**config.mk**
```make
export PLATFORM = sky130hd
export DESIGN_NAME = pipeline_ctrl
export DESIGN_NICKNAME = d
export VERILOG_FILES = /design/src/rtl/pipeline_ctrl.sv
export SDC_FILE = /design/constraint.sdc
export NUM_CORES = 1
export LEC_CHECK = 0
export BUFFER_PORTS_ARGS = -buffer_cell sky130_fd_sc_hd__buf_2
export CAP_MARGIN = 20
export CORE_ASPECT_RATIO = 0.8
export CORE_MARGIN = 2
export CORE_UTILIZATION = 52
export CTS_BUF_LIST = sky130_fd_sc_hd__clkbuf_2
export CTS_CLUSTER_SIZE = 24
export DETAILED_ROUTE_END_ITERATION = 10
export GPL_TIMING_DRIVEN = 0
export PLACE_DENSITY = 0.95
export SETUP_SLACK_MARGIN = 0.02
export SLEW_MARGIN = 25
export SYNTH_ARGS = -nofsm -noshare
export SYNTH_HDL_FRONTEND = slang
export SYNTH_SLANG_ARGS = --single-unit
export TNS_END_PERCENT = 10
```
**constraint.sdc**
```tcl
create_clock -name clk -period 4.55 [get_ports clk]
set_input_delay 0.2275 -clock clk [delete_from_list [all_inputs] [get_ports clk]]
set_output_delay 0.2275 -clock clk [all_outputs]
set_load 0.02 [all_outputs]
```
**src/rtl/pipeline_ctrl.sv**
```systemverilog
// Hazard/sequencing controller: stalls, squashes, memory-wait freezes, halt drain and memory timeout.
// Stage controls are combinational (zero latency); PIPELINE_CTRL_PERF_EN adds saturating stall/flush counters.
module pipeline_ctrl #(
    parameter int REG_W        = 3,
    parameter int MEM_TIMEOUT  = 15,
    parameter int DRAIN_CYCLES = 3,
    parameter int CNT_W        = 16
) (
    input  logic             clk,
    input  logic             reset,
    input  logic [REG_W-1:0] id_rs,
    input  logic [REG_W-1:0] id_rt,
    input  logic             id_use_rs,
    input  logic             id_use_rt,
    input  logic             id_halt,
    input  logic             ex_mem_read,
    input  logic             ex_reg_write,
    input  logic [REG_W-1:0] ex_rd,
    input  logic             branch_taken,
    input  logic             mem_req,
    input  logic             mem_ready,
    output logic             pc_write,
    output logic             if_id_write,
    output logic             id_ex_write,
    output logic             ex_mem_write,
    output logic             if_id_flush,
    output logic             id_ex_flush,
    output logic             mem_wb_flush,
    output logic             halted,
    output logic             mem_err,
    output logic [CNT_W-1:0] stall_count,
    output logic [CNT_W-1:0] flush_count
);

    typedef enum logic [1:0] {RUN, MEM_WAIT, DRAIN, HALTED} state_t;

    localparam logic [7:0] TIMEOUT_V  = 8'(MEM_TIMEOUT);
    localparam logic [1:0] DRAIN_INIT = 2'(DRAIN_CYCLES - 1);

    state_t     state_q, state_d;
    logic [7:0] wait_cnt_q, wait_cnt_d;
    logic [1:0] drain_cnt_q, drain_cnt_d;
    logic       mem_err_q, mem_err_d;

    logic freeze, lu;
    logic [7:0] wait_inc;
    logic pc_w_c, if_id_w_c, id_ex_w_c, ex_mem_w_c;
    logic if_id_f_c, id_ex_f_c, mem_wb_f_c;
    logic stall_ev, flush_ev;

    assign freeze   = mem_req & ~mem_ready;
    assign lu       = ex_mem_read & ex_reg_write & (ex_rd != '0) &
                      ((id_use_rs & (id_rs == ex_rd)) | (id_use_rt & (id_rt == ex_rd)));
    assign wait_inc = wait_cnt_q + 8'd1;

    always_comb begin
        state_d     = state_q;
        wait_cnt_d  = wait_cnt_q;
        drain_cnt_d = drain_cnt_q;
        mem_err_d   = mem_err_q;
        pc_w_c      = 1'b1;
        if_id_w_c   = 1'b1;
        id_ex_w_c   = 1'b1;
        ex_mem_w_c  = 1'b1;
        if_id_f_c   = 1'b0;
        id_ex_f_c   = 1'b0;
        mem_wb_f_c  = 1'b0;
        stall_ev    = 1'b0;
        flush_ev    = 1'b0;
        case (state_q)
            RUN: begin
                if (freeze) begin
                    {pc_w_c, if_id_w_c, id_ex_w_c, ex_mem_w_c} = 4'b0000;
                    mem_wb_f_c = 1'b1;
                    stall_ev   = 1'b1;
                    wait_cnt_d = 8'd1;
                    if (TIMEOUT_V <= 8'd1) begin
                        mem_err_d = 1'b1;
                        state_d   = HALTED;
                    end else begin
                        state_d   = MEM_WAIT;
                    end
                end else if (branch_taken) begin
                    if_id_f_c = 1'b1;
                    id_ex_f_c = 1'b1;
                    flush_ev  = 1'b1;
                end else if (lu) begin
                    pc_w_c    = 1'b0;
                    if_id_w_c = 1'b0;
                    id_ex_f_c = 1'b1;
                    stall_ev  = 1'b1;
                end else if (id_halt) begin
                    state_d     = DRAIN;
                    drain_cnt_d = DRAIN_INIT;
                end
            end
            MEM_WAIT: begin
                if (mem_ready) begin
                    state_d    = RUN;
                    wait_cnt_d = 8'd0;
                end else begin
                    {pc_w_c, if_id_w_c, id_ex_w_c, ex_mem_w_c} = 4'b0000;
                    mem_wb_f_c = 1'b1;
                    stall_ev   = 1'b1;
                    wait_cnt_d = wait_inc;
                    if (wait_inc >= TIMEOUT_V) begin
                        mem_err_d = 1'b1;
                        state_d   = HALTED;
                    end
                end
            end
            DRAIN: begin
                // ID only holds post-halt instructions being flushed, so lu and branches are moot here.
                if (freeze) begin
                    {pc_w_c, if_id_w_c, id_ex_w_c, ex_mem_w_c} = 4'b0000;
                    mem_wb_f_c = 1'b1;
                    stall_ev   = 1'b1;
                end else begin
                    pc_w_c    = 1'b0;
                    if_id_f_c = 1'b1;
                    if (drain_cnt_q == 2'd0) begin
                        state_d = HALTED;
                    end else begin
                        drain_cnt_d = drain_cnt_q - 2'd1;
                    end
                end
            end
            default: begin
                {pc_w_c, if_id_w_c, id_ex_w_c, ex_mem_w_c} = 4'b0000;
            end
        endcase
    end

    always_ff @(posedge clk or posedge reset) begin
        if (reset) begin
            state_q     <= RUN;
            wait_cnt_q  <= 8'd0;
            drain_cnt_q <= 2'd0;
            mem_err_q   <= 1'b0;
        end else begin
            state_q     <= state_d;
            wait_cnt_q  <= wait_cnt_d;
            drain_cnt_q <= drain_cnt_d;
            mem_err_q   <= mem_err_d;
        end
    end

    // Controls are forced inactive while reset is held so nothing advances.
    assign pc_write     = pc_w_c     & ~reset;
    assign if_id_write  = if_id_w_c  & ~reset;
    assign id_ex_write  = id_ex_w_c  & ~reset;
    assign ex_mem_write = ex_mem_w_c & ~reset;
    assign if_id_flush  = if_id_f_c  & ~reset;
    assign id_ex_flush  = id_ex_f_c  & ~reset;
    assign mem_wb_flush = mem_wb_f_c & ~reset;
    assign halted       = (state_q == HALTED);
    assign mem_err      = mem_err_q;

`ifdef PIPELINE_CTRL_PERF_EN
    logic [CNT_W-1:0] stall_cnt_q, stall_cnt_d;
    logic [CNT_W-1:0] flush_cnt_q, flush_cnt_d;

    always_comb begin
        stall_cnt_d = stall_cnt_q;
        flush_cnt_d = flush_cnt_q;
        if (stall_ev && (stall_cnt_q != '1)) stall_cnt_d = stall_cnt_q + 1'b1;
        if (flush_ev && (flush_cnt_q != '1)) flush_cnt_d = flush_cnt_q + 1'b1;
    end

    always_ff @(posedge clk or posedge reset) begin
        if (reset) begin
            stall_cnt_q <= '0;
            flush_cnt_q <= '0;
        end else begin
            stall_cnt_q <= stall_cnt_d;
            flush_cnt_q <= flush_cnt_d;
        end
    end

    assign stall_count = stall_cnt_q;
    assign flush_count = flush_cnt_q;
`else
    logic perf_unused;
    assign perf_unused = stall_ev | flush_ev;
    assign stall_count = '0;
    assign flush_count = '0;
`endif

endmodule

```
Word-level counts from Yosys, hierarchy flattened:

Cells that the tools add are included.

* multiplexer cells: 34
* div/mod/pow operators: 0
* order comparisons: 1
* multiply operators: 0
* bitwise gates (word level): 15
* shift operators: 0
* equal/unequal tests: 17
* add/subtract/negate cells: 2
* reductions and logical operators: 11

Operator list (number)
* 2-bit two-way mux: 11
* 8-bit two-way mux: 2
* 2-bit != test (second input constant): 8
* 8-bit case mux with 2 select lines: 1
* 7-bit AND reduction: 2
* 1-bit two-way mux: 13
* 1-bit bitwise AND: 12
* 3-bit != test (second input constant): 4
* 8-bit by 1-bit adder with 8-bit output (second input constant): 1
* 8-bit by 4-bit greater-or-equal comparator with 1-bit output (second input constant): 1
* 1-bit case mux with 2 select lines: 4
* 3-bit equality test: 2
* 2-bit case mux with 3 select lines: 1
* 3-bit nonzero test: 2
* 2-bit equality test (second input constant): 2
* 2-bit logical NOT: 2
* 2-bit case mux with 2 select lines: 1
* 2-bit nonzero test: 2
* 1-bit case mux with 3 select lines: 1
* 3-bit AND reduction: 1
* 2-bit by 1-bit equality test with 1-bit output (second input constant): 1
* 1-bit NOT: 2
* 2-bit AND reduction: 1
* 2-bit OR reduction: 1
* 2 further kinds: 2

* register bits after elaboration: 13
* ROM bits: 0
* word-level logic and storage cells: 84
* memories kept: 0
* bits in latches: 0
* input port bits: 19
* memory bits (writable): 0

Longest topological paths before layout:

* depth in word-level cells: 9
* gate-level depth with buffers: 7

Worst setup path before layout:

Ideal clock, no wire load.

* kind: register to output
* start: reg state_q[0]
* end: out id_ex_write
* stages on the path, launching flop included: 7
* setup slack: 2.545 ns
* path buffers: 2
* data arrival time: 1.777 ns
* cell sequence: dfrtp_1 > inv_1 > ha_1 > clkbuf_1 > o21ai_0 > a21boi_0 > buf_4

* longest elaborated chain between the ends: 4
* elaborated cells between the ends (all ways): 6

RTL lines
* start, declared: RTL line 40 `state_t state_q, state_d;`
* start signal, assigned: RTL line 141 `state_q <= state_d;`
* 2-bit equality test / 2-bit logical NOT (equally long branches)
* 2-bit OR reduction (no line)
* 1-bit case mux with 2 select lines *
* 1-bit bitwise AND *
* end, declared: RTL line 24 `output logic id_ex_write,`

Mark *: on every way between the ends. The rest lies on a longest branch, timed or not.

Worst setup path in the final report:

* start: reg state_q[0]
* end: out id_ex_write

* longest elaborated chain between the ends: 4
* elaborated cells between the ends (all ways): 6

RTL lines
* 2-bit equality test / 2-bit logical NOT (equally long branches): RTL line 70 `case (state_q)`
* 2-bit OR reduction (no line)
* 1-bit case mux with 2 select lines *: RTL line 70
* 1-bit bitwise AND *: RTL line 151 `assign id_ex_write = id_ex_w_c & ~reset;`

Marked as above.

==> reports/summary.txt <==
status - completed
Hold-fix buffers, CTS - 0
die height - 48.7 um
largest net degree at the start of global routing - 16
Tmin final - 2.23 ns
drt total wl - 2680 um
RD Place Congestion - 0.875
Ports - 60
register bit total from synthesis - 13
met2 WL - 1310 um
Antenna Cells - 0
Die Span X - 59.9 um
CTS tree - done
share of cells above drive strength 1 - 31.8%
Warnings, synthesis - 0
clk buf depth - 2
WL/cell - 10.8 um
Final HPWL DP - 2160 um
CP top delay family - buffers and inverters
Slew Limit Fails - 0
total power - 0.618 mW
clock latency on the worst-skew pair - 0.28 ns
CP Capture Type - primary output
H-tree depth - 1
Worst EP arrival - 2.00 ns
top cell type's share of synthesized area - 25.0%
Worst-path clk slew - 0.14 ns
Max-cap violations - 0
Synth Flop Type - dfrtp_1
setup tns final - 0 ns
Synth-to-Final Area Change - 23.5%
vias after detailed routing - 1189
Inserted Clock Buffers - 3
Final ANT Viol Nets - 0
sequential area share after synthesis - 25.0%
DRT met1 WL - 1200 um
setup violators final - 0
clk_skew - 0.0181 ns
Worst-Margin Slew - 0.695 ns
Critical-path top delay cell - dfrtp_1
FF+latch area - 325 um2
largest cells by area after synthesis - dfrtp_1, buf_4, ha_1
Commonest cells post-synth - buf_4, o21ai_0, dfrtp_1
Synth Instances - 158
core area - 2400 um2
first-pass GRT wire length - 4480 um
number of I/O port buffers - 27
post-cts sizing count - 0
total iterations of the first detailed-routing run - 5
Post CTS Setup Buffer Count - 0
die footprint - 2920 um2
Nets - 247
Crit Path Class - flip-flop to primary output
initial cell density of the core - 54.1%
Async S/R FF share, synth - 100%
reg-to-reg setup timing slack - 2.60 ns
endpoints failing hold - 0
top sig layer - met4
Detailed Route Iter0 Violations - 99
area occupied by multi-input gates - 793 um2
PD cells - 385 nW/um2
Finished Cell Area - 1610 um2
gr usage total - 19.4%
critical path, cell by cell - inv_1 -> ha_1 -> clkbuf_1 -> o21ai_0 -> a21boi_0 -> buf_4 -> buf_2
fillers - 202
syn avg cell area - 8.23 um2
CTS root buf - clkbuf_2
Slew HR - 53.2%
grt total ovfl - 0
initial antenna violation count - 0
Via-to-Cell Ratio - 4.81
P_leak - 0.859 nW
num rows - 16
top-count cell post-synth - buf_4
DRC Markers - 0
VDD IR max - 0.229 mV
post-synth cell types - 37
Yosys top cell by area - dfrtp_1
Crit path buffers/inverters - 4
crit path max fanout - 9
Max Freq - 449 MHz
Post-synth EDFFs - 0
Worst setup SP type - flip-flop
Cell Area, Placed - 1590 um2
part of the cycle the worst path needs - 49.0%
RSZ-0062 raised after global routing - no
metal3 WL - 161 um
Max stage delay on crit path - 0.42 ns
Hold Crit Class - primary input to asynchronous set/reset pin
Cell Area, Synth - 1300 um2
CTS sink count - 13
number of global-route vias before repair - 1018
Critical Path RT - 4.32 ns
## flip-flops by register name, summed over array words and instances, names as in the netlist
| signal | flops |
|---|---|
| state_q | 2 |
| drain_cnt_q | 2 |
| mem_err | 1 |
| wait_cnt_q | 8 |
## power breakdown
| part | internal, mW | switching [mW] | total [mW] |
|---|---|---|---|
| sequential | 0.142 | 0.0279 | 0.170 |
| clock | 0.0233 | 0.0385 | 0.0619 |
| combinational | 0.155 | 0.231 | 0.386 |
## kinds of logic after synthesis
family	Yosys count	share of synthesized area, %
other	1	0.288
buffers and inverters	46	22.9
DFF	13	25.0
adders and majority gates	7	6.74
xor gates and xnor gates	6	4.04
AOI/OAI and AO/OA	43	22.4
muxes	2	1.54
and+or+nand+nor	40	17.0
## cell usage in the layout, fill, tap and decap left out, types with 2 or more instances in the layout
cell type / instances
buf_2: 27
nand4_1: 3
o21ai_0: 14
o31ai_1: 6
clkbuf_1: 3
nand3b_1: 2
a21oi_1: 7
nor2b_1: 3
o311ai_1: 2
nor2_1: 7
a31oi_1: 4
dfrtp_1: 13
nand3_1: 3
a21boi_0: 2
and2_1: 3
xnor2_1: 6
mux2i_1: 2
nor3_1: 2
clkbuf_2: 5
conb_1: 32
ha_1: 7
nand2_1: 9
inv_1: 9
buf_4: 33
nand2b_1: 3
## through the flow
step	hold WS, ns	util (%)	cells	setup slack (ns)
after floorplan	0.118	-	189	2.55
after global placement	0.326	66.0	243	2.69
after detailed placement	0.338	66.0	243	2.64
after CTS	0.0129	66.8	247	2.34
after global routing	0.0354	66.8	247	2.11
final	0.0105	66.8	247	2.32
## final timing paths
kind / from / to / depth (start not counted)
max: state_q[0] / id_ex_write / 7
min: reset / wait_cnt_q[0] / 2
max reg2reg: wait_cnt_q[0] / state_q[1] / 7
min reg2reg: mem_err / mem_err / 1
max in group asynchronous: reset / wait_cnt_q[7] / 2
min in group clk: mem_ready / wait_cnt_q[0] / 4
## metal layers
layer  up-vias  track usage, %
met2        33            29.5
met1       540            26.6
met3         2            6.15
met5         -               0
li1        614               -
met4         0            4.07
## area by class of cell
cell class	count	area share, %
well taps	27	2.10
repair buffers	27	8.42
plain buffers	37	16.4
inverters	9	2.10
clock buffers	4	1.25
flip-flops and latches	13	20.3
multi-input cells	130	49.4
No activity file was read; power rests on OpenSTA's default activity.
